==> config.mk <==
export PLATFORM = sky130hd
export DESIGN_NAME = if_id_skid_reg
export DESIGN_NICKNAME = d
export VERILOG_FILES = /design/src/rtl/if_id_skid_reg.sv
export SDC_FILE = /design/constraint.sdc
export NUM_CORES = 1
export LEC_CHECK = 0
export ABC_CLOCK_PERIOD_IN_PS = 6110
export BUFFER_PORTS_ARGS = -buffer_cell sky130_fd_sc_hd__clkbuf_2
export CAP_MARGIN = 20
export CORE_MARGIN = 4
export CORE_UTILIZATION = 55
export CTS_CLUSTER_SIZE = 12
export DETAILED_ROUTE_END_ITERATION = 8
export GPL_ROUTABILITY_DRIVEN = 1
export PLACE_DENSITY = 0.81
export SYNTH_ARGS = -nofsm -noshare
export SYNTH_HDL_FRONTEND = slang
export SYNTH_SLANG_ARGS = --single-unit
==> constraint.sdc <==
create_clock -name clk -period 6.11 [get_ports clk]
set_clock_uncertainty 0.15 [all_clocks]
set_input_delay 0.9165 -clock clk [delete_from_list [all_inputs] [get_ports clk]]
set_output_delay 0.9165 -clock clk [all_outputs]
set_load 0.02 [all_outputs]
==> src/rtl/if_id_skid_reg.sv <==
// if_id_skid_reg: IF/ID valid/ready pipeline register with a 2-entry skid buffer, lane masking, flush and stall counter.
module if_id_skid_reg #(
    parameter int                 LANES    = 4,
    parameter int                 PC_W     = 16,
    parameter int                 INST_W   = 16,
    parameter int                 PRED_W   = 1,
    parameter logic [INST_W-1:0]  NOP_INST = '0,
    parameter int                 CNT_W    = 16
) (
    input  logic                      clk,
    input  logic                      rst_n,
    input  logic [LANES*PC_W-1:0]     pc_in,
    input  logic [LANES*INST_W-1:0]   inst_in,
    input  logic [LANES*PC_W-1:0]     recv_pc_in,
    input  logic [LANES*PRED_W-1:0]   pred_in,
    input  logic [LANES-1:0]          lane_vld_in,
    input  logic                      in_valid,
    output logic                      in_ready,
    input  logic                      flush,
    output logic [LANES*PC_W-1:0]     pc_out,
    output logic [LANES*INST_W-1:0]   inst_out,
    output logic [LANES*PC_W-1:0]     recv_pc_out,
    output logic [LANES*PRED_W-1:0]   pred_out,
    output logic [LANES-1:0]          lane_vld_out,
    output logic                      out_valid,
    input  logic                      out_ready,
    output logic [CNT_W-1:0]          stall_cycles
);
    localparam int PW = LANES*PC_W;
    localparam int IW = LANES*INST_W;
    localparam int RW = LANES*PRED_W;
    localparam logic [IW-1:0]    NOP_ALL = {LANES{NOP_INST}};
    localparam logic [CNT_W-1:0] CNT_ONE = 1;

    // State bits double as the slot valids: bit0 = m_v, bit1 = s_v
    typedef enum logic [1:0] {EMPTY = 2'b00, ONE = 2'b01, FULL = 2'b11} state_t;

    state_t           state, state_nxt;
    logic [PW-1:0]    m_pc, m_rpc, s_pc, s_rpc;
    logic [IW-1:0]    m_inst, s_inst, inst_msk;
    logic [RW-1:0]    m_pred, s_pred;
    logic [LANES-1:0] m_lv, s_lv;
    logic             acc, deq, ld_m_in, ld_m_s, ld_s_in;

    for (genvar i = 0; i < LANES; i++) begin : g_mask
        assign inst_msk[i*INST_W +: INST_W] = lane_vld_in[i] ? inst_in[i*INST_W +: INST_W] : NOP_INST;
    end

    assign in_ready     = ~state[1];
    assign out_valid    = state[0];
    assign acc          = in_valid & in_ready & (|lane_vld_in);
    assign deq          = state[0] & out_ready;
    assign pc_out       = m_pc;
    assign inst_out     = m_inst;
    assign recv_pc_out  = m_rpc;
    assign pred_out     = m_pred;
    assign lane_vld_out = m_lv;

    always_ff @(posedge clk or negedge rst_n) begin
        if (!rst_n) state <= EMPTY;
        else        state <= state_nxt;
    end

    always_comb begin
        state_nxt = state;
        ld_m_in   = 1'b0;
        ld_m_s    = 1'b0;
        ld_s_in   = 1'b0;
        if (flush) begin
            state_nxt = EMPTY;
        end else begin
            case (state)
                EMPTY: begin
                    ld_m_in   = acc;
                    state_nxt = acc ? ONE : EMPTY;
                end
                ONE: begin
                    ld_m_in   = acc & deq;
                    ld_s_in   = acc & ~deq;
                    state_nxt = (acc & ~deq) ? FULL : (~acc & deq) ? EMPTY : ONE;
                end
                FULL: begin
                    ld_m_s    = deq;
                    state_nxt = deq ? ONE : FULL;
                end
                default: state_nxt = EMPTY;
            endcase
        end
    end

    always_ff @(posedge clk or negedge rst_n) begin
        if (!rst_n) begin
            m_pc   <= '0;
            m_rpc  <= '0;
            m_inst <= NOP_ALL;
            m_pred <= '0;
            m_lv   <= '0;
        end else if (flush) begin
            m_inst <= NOP_ALL;
            m_pred <= '0;
            m_lv   <= '0;
        end else if (ld_m_in) begin
            m_pc   <= pc_in;
            m_rpc  <= recv_pc_in;
            m_inst <= inst_msk;
            m_pred <= pred_in;
            m_lv   <= lane_vld_in;
        end else if (ld_m_s) begin
            m_pc   <= s_pc;
            m_rpc  <= s_rpc;
            m_inst <= s_inst;
            m_pred <= s_pred;
            m_lv   <= s_lv;
        end
    end

    always_ff @(posedge clk or negedge rst_n) begin
        if (!rst_n) begin
            s_pc   <= '0;
            s_rpc  <= '0;
            s_inst <= NOP_ALL;
            s_pred <= '0;
            s_lv   <= '0;
        end else if (flush) begin
            s_inst <= NOP_ALL;
            s_pred <= '0;
            s_lv   <= '0;
        end else if (ld_s_in) begin
            s_pc   <= pc_in;
            s_rpc  <= recv_pc_in;
            s_inst <= inst_msk;
            s_pred <= pred_in;
            s_lv   <= lane_vld_in;
        end
    end

    always_ff @(posedge clk or negedge rst_n) begin
        if (!rst_n)                                                  stall_cycles <= '0;
        else if (state[0] & ~out_ready & ~flush & ~(&stall_cycles)) stall_cycles <= stall_cycles + CNT_ONE;
    end
endmodule

== Yosys cells after proc, flatten, opt, wreduce, memory -nomap -nowiden ==
Cells that the tools add are included.
Cells by class
  eq/ne operators: 2
  mux-type cells: 35
  add/subtract/negate cells: 1
  bitwise operators: 15
  reductions and logical operators: 8
Operator list (count)
  two-way mux 64 bit: 9
  two-way mux 16 bit: 4
  two-way mux 4 bit: 10
  adder 16 x 1 -> 16 bit (second input constant): 1
  AND reduction 16 bit: 1
  bitwise AND 1 bit: 9
  two-way mux 1 bit: 7
  two-way mux 2 bit: 3
  inverter 1 bit: 6
  case mux 2 bit (3 select lines): 1
  AND reduction 2 bit: 2
  nonzero test 2 bit: 2
  OR reduction 4 bit: 1
  nonzero test 3 bit: 1
  equality test 2 x 1 -> 1 bit (second input constant): 1
  equality test 2 bit (second input constant): 1
  zero test 2 bit: 1
  case mux 1 bit (2 select lines): 1
Word-level totals
  register bits after elaboration: 418
  output and inout bits: 218
  logic and storage cells: 73

== Longest topological paths before layout ==
Gate-level depths: netlist of run 1.
  word-level depth: 9
  depth in mapped cells: 7

== Worst setup path after synthesis of run 1 ==
No wires, ideal clock.
  path kind: input to register
  start: input port flush
  end: register s_pc[0]
  setup slack: 3.364 ns
  path buffers: 3
  setup time: 0.127 ns
  data arrival time: 2.468 ns
  stages on the path: 6
  cell sequence: buf_2 > or3b_1 > nor3_4 > buf_4 > buf_6 > mux2_1
On the way
  word-level cells in the longest chain between the ends: 2
  elaborated cells on any way between the ends: 3
RTL lines
  from (decl): line 19  | input logic flush,
  two-way mux 1 bit / inverter 1 bit (equally long branches)
  AND reduction 2 bit (no line) (*)
  to (signal assigned): line 129  | s_pc <= pc_in;
  to (decl): line 39  | logic [PW-1:0] m_pc, m_rpc, s_pc, s_rpc;
Every way passes the cells marked *; elsewhere a longest branch is shown, timed or not.
A chain may end at the register's enable or synchronous reset.

== Final worst setup path of run 1 ==
  start: input port flush
  end: register s_pc[63]
Same word-level chain as after synthesis.

==> reports/results.tsv, run 1 <==
metric	value	unit
status	finished, final reports clean	
clock-pin slew on the worst setup and hold paths	60	ps
Max-Cap Viols	0	
pwr dens	339.9	nW/um2
minimum clock period after layout	3064	ps
postcts setup bufs	0	
CTS Sinks	418	
Fillers	2244	
site row count	64	
WP depth	6	
CP max-delay cell	buf_4	
CP endpoint	s_pc[63]	
Max Root-Sink Buffers	3	
synthesized cell area	17090	um2
crit-path leading delay family	buffers and inverters	
fin crit share	0.5015	
RSZ-0062 raised after global routing	no	
worst-margin pin slew	1071	ps
hold_buf cts	0	
initial DRC count	896	
Cells after Synth	1373	
Ports	423	
Die Ht	184.3	um
CP startpoint	flush	
post-synthesis cell type count	49	
HPWL after detailed placement	29860	um
Yosys top cell by area	dfrtp_1	
post-detailed-routing wire length	44340	um
pin count of the biggest net entering global routing	163	
Mean Syn Cell Area	12.45	um2
CTS H-tree lvls	2	
ys flop type	dfrtp_1	
Final Util	0.6749	
syn nets	1579	
gpl congestion	0.8568	
setup_tns	0	ps
GRT met3 Usage	0.07756	
Via Count	12630	
first-pass GRT wire length	69780	um
Worst Path Buf+Inv	3	
Leakage	10.33	nW
gr busiest metal	met2	
port buffer count	422	
fraction of layout cells with a size suffix above 1	0.3172	
initial antenna violation count	5	
Final Hold Fails	0	
maximum clock frequency	326.3	MHz
worst rel slew slack	0.2861	
initial core utilization	0.5587	
sequential share of the synthesized area	0.6121	
drt drc	0	
R2R Setup Slk	3200	ps
r2r endpoint	s_pc[63]	
R2R cell count	5	
die area	33960	um2
ANT nets after route	0	
cts bufs inserted	43	
post-cts sizing count	0	
Die Span X	184.3	um
Avg Vias per Cell	5.797	
Seq cells post-synth	418	
Root Driver	clkbuf_16	
max incr delay on CP	560	ps
cell with the most instances after synthesis	dfrtp_1	
Crit. End Element	register	
crit path kind	in -> reg	
Pre-antenna DRT Iters	5	
Area growth syn-to-layout	20.81	%
synth top area cells	dfrtp_1 (61%), a22oi_1 (5.6%), mux2_1 (5.0%), mux2_2 (4.0%), inv_1 (3.4%)	
startpoint types	input port	
worst r2r src	state[0]	
vias in the first global route	12910	
Synth top area share	0.6121	
Core Region	30590	um2
met1 usage in global routing	0.3215	
synth warn	0	
critical path fanouts, max	51	
fin. max-slew vios	0	
worst hold path type	in -> async	
Crit path arrival time	3320	ps
Final #Nets	1963	
top cells by count, synth	dfrtp_1 (418), inv_1 (153), a22oi_1 (128), o21ai_0 (88), mux2_1 (76)	
met2 Resource Use GR	0.4144	
most frequent CP cell	buf_4	
number of flops mapped to enable cells by yosys	0	
Clock Latency Late Sink	520	ps
All-Layer GR Usage	0.2551	
VDD IR max	0.2271	mV
total grt overflow	0	
Avg WL per Cell	20.36	um
asr flop ratio synth	1.000	
CTS tree	yes	
Setup violations, final	0	
Worst EP required	6360	ps
crit-path cells	clkbuf_2 > or3b_1 > nor3_4 > buf_4 > buf_4 > mux2_2	
[metal layers]
layer  vias up  routed length [um]
met2       521               21300
met5         -                  22
li1       5666                   -
met3       113                4201
met1      6322               16880
met4         4                1934
[sequential cells by signal, indices dropped and copies added, names as in the netlist]
register / flops
inst_out: 64
s_inst: 64
s_lv: 4
recv_pc_out: 64
lane_vld_out: 4
s_rpc: 64
pred_out: 4
stall_cycles: 16
state: 2
s_pc: 64
s_pred: 4
pc_out: 64
[report_power, final]
part	leakage (nW)	total (mW)	switching, mW	internal (mW)
Sequential	5.38	3.45	0.255	3.19
Clock	0.633	2.46	1.01	1.45
Combinational	4.32	1.11	0.681	0.433
[how the worst min path moves through the flow]
stage / start / endpoint / slack [ps] / cells after the start
2_1_floorplan: s_lv[0] / s_lv[0] / 300 / 1
6_report: rst_n / stall_cycles[14] / 320 / 1
3_3_place_gp: s_inst[50] / inst_out[50] / 300 / 2
5_1_grt: s_inst[60] / s_inst[60] / 350 / 1
3_5_place_dp: s_inst[34] / inst_out[34] / 320 / 2
4_1_cts: s_inst[34] / inst_out[34] / 330 / 2
[cells by family after synthesis]
logic type,after synthesis,synth area share
xor gates and xnor gates,13,0.006662
AOI/OAI and AO/OA,413,0.1800
and+or+nand+nor,142,0.04605
DFF,418,0.6121
buffers and inverters,249,0.06421
adders and majority gates,1,0.0007320
muxes,137,0.09027
[cell usage in the layout, fill, tap and decap left out, types with 5 or more instances in the layout]
| master | Yosys | routed |
|---|---|---|
| o21ai_0 | 88 | 88 |
| a22oi_1 | 128 | 128 |
| o21ai_1 | 40 | 40 |
| clkbuf_8 | 0 | 6 |
| a22o_1 | 54 | 54 |
| a221o_1 | 42 | 42 |
| dfrtp_1 | 418 | 418 |
| o221ai_1 | 22 | 22 |
| nand4_1 | 5 | 5 |
| and2_1 | 50 | 50 |
| xor2_1 | 9 | 9 |
| mux2_2 | 61 | 61 |
| nor3_1 | 6 | 5 |
| clkbuf_16 | 0 | 45 |
| clkbuf_2 | 1 | 421 |
| inv_1 | 153 | 153 |
| a2bb2o_1 | 22 | 22 |
| nand2_1 | 52 | 52 |
| buf_4 | 5 | 10 |
| mux2_1 | 76 | 76 |
| nor2_1 | 6 | 6 |
| clkbuf_1 | 46 | 11 |
[stage by stage]
step	instance area [um2]	hold slack [ps]	setup WS (ps)	power, mW	std cells
3_5_place_dp	19340	318.1	2505	4.608	2108
3_3_place_gp	19340	304.7	2535	4.547	2108
5_1_grt	20640	348.6	2950	7.339	2177
2_1_floorplan	17090	295.6	3364	4.089	1373
6_report	20650	317.8	3046	7.017	2178
4_1_cts	20640	331.4	3050	7.075	2174
[area by class of cell]
| cell class | count | area [um2] | area share |
|---|---|---|---|
| Sequential cell | 418 | 10460 | 0.5066 |
| Antenna cell | 4 | 10.01 | 0.0004848 |
| Clock inverter | 4 | 47.55 | 0.002303 |
| Clock buffer | 62 | 1250 | 0.06054 |
| Tap cell | 396 | 495.5 | 0.02400 |
| Timing Repair Buffer | 435 | 2257 | 0.1093 |
| Inverter | 153 | 574.3 | 0.02782 |
| Multi-Input combinational cell | 706 | 5552 | 0.2689 |
(Power assumes the default switching activity.)
==> run 2, diff against run 1 <==
- ABC_CLOCK_PERIOD_IN_PS: 6110 -> 2600
- CORE_UTILIZATION: 55 -> 48
- PLACE_DENSITY: 0.81 -> 0.75
- clock period: 6.11 -> 2.6 ns (I/O delays scaled with it)
==> run 2 against run 1 <==
Effect of this change: via count up 8.8%; critical endpoint is now pc_out[46]; register-to-register slack worse by 3100 ps; highest routed layer unchanged; utilization down 1.4 points; die area increased by 14%; sequential cell count is the same; cell area increased by 11%; combinational power grew to 2.7 times the previous value.
==> reports/results.tsv, run 2 (synthesis results as in run 1) <==
metric	value	unit	change
status	finished, final reports clean		unchanged
Root Driver	clkbuf_16		unchanged
Crit path arrival time	2770	ps	was 3320 ps
pin count of the biggest net entering global routing	117		was 163
total grt overflow	0		unchanged
Via Count	13730		was 12630
Die Span X	196.7	um	was 184.3 um
Worst Path Buf+Inv	2		was 3
gpl congestion	0.8123		was 0.8568
crit-path cells	nor2b_1 > nor4_2 > buf_12 > buf_4 > a22oi_1 > o21ai_0		was clkbuf_2 > or3b_1 > nor3_4 > buf_4 > buf_4 > mux2_2
worst r2r src	state[0]		unchanged
Ports	423		unchanged
Combinational Power Share	0.173		was 0.159
Area growth syn-to-layout	34.62	%	was 20.81%
fin. max-slew vios	0		unchanged
most frequent cells in the layout	clkbuf_2 (421), dfrtp_1 (418), dlygate4sd3_1 (177), inv_1 (153), a22oi_1 (128)		was clkbuf_2 (421), dfrtp_1 (418), inv_1 (153), a22oi_1 (128), o21ai_0 (88)
sequential share of power	0.472		was 0.491
worst hold path type	in -> reg		was in -> async
Max-Cap Viols	0		unchanged
Pre-antenna DRT Iters	5		unchanged
Final Hold Fails	0		unchanged
CTS tree	yes		unchanged
crit path kind	reg -> reg		was in -> reg
initial antenna violation count	1		was 5
port buffer count	422		unchanged
vias in the first global route	14650		was 12910
maximum clock frequency	403.9	MHz	
HPWL after detailed placement	31680	um	was 29860 um
Leakage	11.33	nW	was 10.33 nW
min-delay src	inst_in[8]		
Pint	12.36	mW	was 5.071 mW
Final Hold Slack	19.41	ps	was 317.8 ps
minimum clock period after layout	2476	ps	
post-cts sizing count	0		unchanged
Sw Ratio	0.2832		was 0.2773
part of the power in the clock network	0.355		was 0.350
first-pass GRT wire length	80320	um	was 69780 um
startpoint types	register		was input port
R2R cell count	6		was 5
r2r endpoint	pc_out[46]		was s_pc[63]
setup_tns	0	ps	unchanged
initial DRC count	933		was 896
Final #Nets	2170		was 1963
R2R Setup Slk	120	ps	was 3200 ps
CP max-delay cell	nor4_2		was buf_4
Worst Hold End	inst_out[8]		
pwr dens	749.8	nW/um2	was 339.9 nW/um2
most common cell after layout, fill and taps aside	clkbuf_2		unchanged
Worst EP required	2890	ps	was 6360 ps
critical path fanouts, max	42		was 51
worst rel slew slack	0.4915		was 0.2861
All-Layer GR Usage	0.2557		was 0.2551
crit-path leading delay family	simple AND/OR/NAND/NOR gates		was buffers and inverters
die area	38690	um2	was 33960 um2
Die Ht	196.7	um	was 184.3 um
CTS H-tree lvls	2		unchanged
max incr delay on CP	610	ps	was 560 ps
Avg Vias per Cell	5.605		was 5.797
fraction of layout cells with a size suffix above 1	0.3014		was 0.3172
total power	17.25	mW	was 7.017 mW
cts bufs inserted	44		was 43
initial core utilization	0.4911		was 0.5587
VDD IR max	0.6366	mV	was 0.2271 mV
RSZ-0062 raised after global routing	no		unchanged
site row count	68		was 64
Crit. End Element	register		unchanged
Clock Latency Late Sink	540	ps	was 520 ps
worst-margin pin slew	756.4	ps	was 1071 ps
clock-pin slew on the worst setup and hold paths	60	ps	about the same
worst hold stages	3		
postcts setup bufs	0		unchanged
drt drc	0		unchanged
ANT nets after route	0		unchanged
Final Util	0.6612		was 0.6749
CTS Sinks	418		unchanged
Max Root-Sink Buffers	3		unchanged
total net switching power	4.886	mW	was 1.946 mW
post-detailed-routing wire length	50650	um	was 44340 um
fin crit share	0.9522		
Core Region	34800	um2	was 30590 um2
Avg WL per Cell	20.67	um	was 20.36 um
Setup violations, final	0		unchanged
==> run 2: cell count changes in the layout (fill, tap and decap cells not counted), sizes merged <==
cell         previous run  this run
diode                   4         1
clkbuf                483       491
clkinvlp                1         0
buf                    14        43
clkinv                  2         3
inv                   153       155
dlygate4sd3             0       177
==> run 2: worst register-to-register path: stages, from the launching register on <==
cell     delay [ps]
dfrtp_1         470
nor2b_1         280
nor4_2          610
buf_12          300
buf_4           310
a22oi_1         120
o21ai_0         140
==> run 2: worst max-delay path by stage <==
stage / startpoint / end / slack, ps / cells past startpoint
final: state[0] / pc_out[46] / 120 / 6
after global routing: state[0] / pc_out[59] / 40 / 6
after CTS: state[0] / inst_out[54] / 160 / 4
after detailed placement: out_ready / inst_out[56] / 140 / 5
after global placement: lane_vld_in[1] / recv_pc_out[16] / 210 / 7
after floorplan: flush / s_pc[0] / 380 / 6
==> run 2: routing by layer <==
| layer | part of all wire | global-route usage |
|---|---|---|
| met1 | 0.39 | 0.3270 |
| met4 | 0.040 | 0.09887 |
| met2 | 0.49 | 0.4251 |
| met3 | 0.078 | 0.06256 |
| met5 | 0.00026 | 0 |
==> run 2: area by class of cell <==
| cell class | count | area, um2 |
|---|---|---|
| Fill cell | 2408 | 11790 |
| Sequential cell | 418 | 10460 |
| Clock inverter | 6 | 62.56 |
| Inverter | 153 | 574.3 |
| Timing Repair Buffer | 641 | 4447 |
| Tap cell | 455 | 569.3 |
| Clock buffer | 70 | 1340 |
| Multi-Input combinational cell | 706 | 5552 |
| Antenna cell | 1 | 2.502 |
==> run 2: stage by stage <==
| stage | setup slack [ps] | instance area (um2) | std cells |
|---|---|---|---|
| 2_1_floorplan | 380.8 | 17090 | 1373 |
| 3_3_place_gp | 211.6 | 19830 | 2196 |
| 3_5_place_dp | 144.7 | 19830 | 2196 |
| 4_1_cts | 161.4 | 23000 | 2449 |
| 5_1_grt | 40.95 | 23000 | 2449 |
| 6_report | 124.3 | 23010 | 2450 |
==> run 2: what timing repair did <==
action | 4_1_cts | 5_1_grt
hold buffers | 177 | 0
endpoints found under the setup margin | 0 | 0
endpoints found under the hold margin | 394 | 0
==> run 2: power by group through the flow <==
| stage | clock [mW] | combinational, mW | sequential (mW) |
|---|---|---|---|
| CTS | 6.22 | 2.95 | 8.10 |
| detailed placement | 0 | 2.72 | 8.19 |
| floorplan | 0 | 1.03 | 8.58 |
| global placement | 0 | 2.62 | 8.13 |
| global route | 6.51 | 3.24 | 8.24 |
| finish | 6.13 | 2.98 | 8.14 |
==> run 3, diff against run 2 <==
- ABC_AREA: not set -> 1
- CORE_UTILIZATION: 48 -> 49
==> run 3 against run 2 <==
Effect of this change: sequential cell count unchanged; clock-buffer cell count up 1; clock power down 1%; fmax up 10%; largest cell class unchanged.
==> reports/results.tsv, run 3 <==
metric	value	unit	change
status	finished, final reports clean		unchanged
most frequent cells in the layout	nand2_1 (541), clkbuf_2 (421), dfrtp_1 (418), nor2_1 (327), nand3_1 (297)		was clkbuf_2 (421), dfrtp_1 (418), dlygate4sd3_1 (177), inv_1 (153), a22oi_1 (128)
All-Layer GR Usage	0.2757		was 0.2557
Synth top area share	0.5598		was 0.6121
area occupied by multi-input gates	7024	um2	was 5552 um2
synthesized cell area	18690	um2	was 17090 um2
Crit. End Element	register		unchanged
sequential share of the synthesized area	0.5598		was 0.6121
clock-pin slew on the worst setup and hold paths	60	ps	about the same
RSZ-0062 raised after global routing	no		unchanged
Final Hold Slack	92.16	ps	was 19.41 ps
maximum clock frequency	445.9	MHz	was 403.9 MHz
HPWL after detailed placement	35450	um	was 31680 um
hold_buf cts	198		was 177
initial antenna violation count	5		was 1
Clock Latency Late Sink	570	ps	was 540 ps
most common cell after layout, fill and taps aside	nand2_1		was clkbuf_2
top cells by count, synth	nand2_1 (542), dfrtp_1 (418), nor2_1 (327), nand3_1 (297), inv_1 (97)		was dfrtp_1 (418), inv_1 (153), a22oi_1 (128), o21ai_0 (88), mux2_1 (76)
ys flop type	dfrtp_1		unchanged
minimum clock period after layout	2243	ps	was 2476 ps
gpl congestion	0.8662		was 0.8123
Fillers	2912		was 2408
site row count	71		was 68
worst hold path type	in -> reg		unchanged
Core Region	37670	um2	was 34800 um2
total grt overflow	0		unchanged
WL met1	22490	um	was 19910 um
pin count of the biggest net entering global routing	129		was 117
fraction of layout cells with a size suffix above 1	0.2503		was 0.3014
Final Hold Fails	0		unchanged
postcts setup bufs	0		unchanged
fin crit share	0.8626		was 0.9522
Crit path arrival time	2500	ps	was 2770 ps
cell with the most instances after synthesis	nand2_1		was dfrtp_1
startpoint types	register		unchanged
Max Used Layer	met4		was met5
register area	10460	um2	unchanged
Via Count	17470		was 13730
synth top area cells	dfrtp_1 (56%), nand2_1 (11%), nand3_1 (8.0%), nor2_1 (6.6%), o21ai_2 (3.3%)		was dfrtp_1 (61%), a22oi_1 (5.6%), mux2_1 (5.0%), mux2_2 (4.0%), inv_1 (3.4%)
post-synthesis cell type count	30		was 49
asr flop ratio synth	1.000		unchanged
routed wl met3	4556	um	was 3931 um
Final Util	0.6532		was 0.6612
Final #Nets	2924		was 2170
worst-margin pin slew	757.4	ps	was 756.4 ps
worst hold stages	4		was 3
initial DRC count	1512		was 933
VDD IR max	0.4749	mV	was 0.6366 mV
Worst EP required	2860	ps	was 2890 ps
Cells after Synth	2149		was 1373
crit path kind	reg -> reg		unchanged
Max Root-Sink Buffers	3		unchanged
drt drc	0		unchanged
Area growth syn-to-layout	31.66	%	was 34.62%
Setup violations, final	0		unchanged
number of flops mapped to enable cells by yosys	0		unchanged
synth warn	0		unchanged
post-detailed-routing wire length	57790	um	was 50650 um
total power	17.91	mW	was 17.25 mW
R2R cell count	8		was 6
syn nets	2355		was 1579
port buffer count	422		unchanged
worst rel slew slack	0.4951		was 0.4915
Die Ht	203.3	um	was 196.7 um
Seq cells post-synth	418		unchanged
fin. max-slew vios	0		unchanged
Max-Cap Viols	0		unchanged
initial core utilization	0.4961		was 0.4911
met2 wire length	27500	um	was 24790 um
vias in the first global route	17620		was 14650
post-cts sizing count	0		unchanged
Avg Vias per Cell	5.349		was 5.605
first-pass GRT wire length	93110	um	was 80320 um
Avg WL per Cell	17.70	um	was 20.67 um
CTS H-tree lvls	2		unchanged
cts bufs inserted	44		unchanged
pwr dens	728.0	nW/um2	was 749.8 nW/um2
Root Driver	clkbuf_16		unchanged
setup_tns	0	ps	unchanged
Pre-antenna DRT Iters	5		unchanged
Mean Syn Cell Area	8.696	um2	was 12.45 um2
Leakage	12.68	nW	was 11.33 nW
Die Span X	203.3	um	was 196.7 um
Yosys top cell by area	dfrtp_1		unchanged
ANT nets after route	0		unchanged
Ports	423		unchanged
CTS Sinks	418		unchanged
critical path fanouts, max	20		was 42
CTS tree	yes		unchanged
die area	41320	um2	was 38690 um2
-- run 3: worst paths after layout --
kind | startpoint | endpoint | slack (ps)
worst max-delay path | stall_cycles[0] | stall_cycles[7] | 360
worst min-delay path | flush | state[0] | 90
worst max register to register | stall_cycles[0] | stall_cycles[7] | 360
worst min register to register | s_pc[32] | s_pc[32] | 330
max in group asynchronous | rst_n | s_pc[19] | 1150
min in group asynchronous | rst_n | s_inst[59] | 260
-- run 3: area by class of cell --
| type | instances | share of cell area |
|---|---|---|
| Antenna cell | 5 | 0.0005085 |
| Clock buffer | 71 | 0.05467 |
| Clock inverter | 6 | 0.001678 |
| Inverter | 103 | 0.01582 |
| Multi-Input combinational cell | 1486 | 0.2855 |
| Sequential cell | 418 | 0.4251 |
| Tap cell | 511 | 0.02599 |
| Timing Repair Buffer | 665 | 0.1907 |
-- run 3: per-layer routing --
| metal | GRT usage | vias to the layer above |
|---|---|---|
| met1 | 0.3579 | 8348 |
| li1 | - | 8051 |
| met3 | 0.05565 | 210 |
| met4 | 0.1472 | 0 |
| met5 | 0 | - |
| met2 | 0.4404 | 856 |
-- run 3: through the flow --
| step | setup slack (ps) | cells | area [um2] |
|---|---|---|---|
| global route | 159.7 | 3265 | 24600 |
| global placement | 481.8 | 2985 | 21220 |
| CTS | 354.6 | 3260 | 24590 |
| floorplan | 794.1 | 2149 | 18690 |
| finish | 357.2 | 3265 | 24600 |
| detailed placement | 364.4 | 2985 | 21220 |
-- run 3: logic make-up after synthesis --
kind of cell | count (synthesis) | synth area share
AO/OA/AOI/OAI | 225 | 0.08383
adder cells (fa/ha/maj) | 1 | 0.0006695
AND/OR/NAND/NOR | 1253 | 0.2868
XOR/XNOR | 7 | 0.003281
buffers and inverters | 245 | 0.06562
flip-flops | 418 | 0.5598
-- run 3: power breakdown --
group / internal [mW] / switching [mW]
clock network: 3.53 / 2.55
logic: 1.39 / 2.18
registers: 7.52 / 0.739
-- run 3: worst max-delay path, cell delays in order (launching register included) --
cell and delay (ps):
dfrtp_1 420, ha_1 270, nand3_1 160, inv_1 80, nand3_1 100, nand2_2 190, nand2_1 420, nand2_1 200
o21ai_1 90
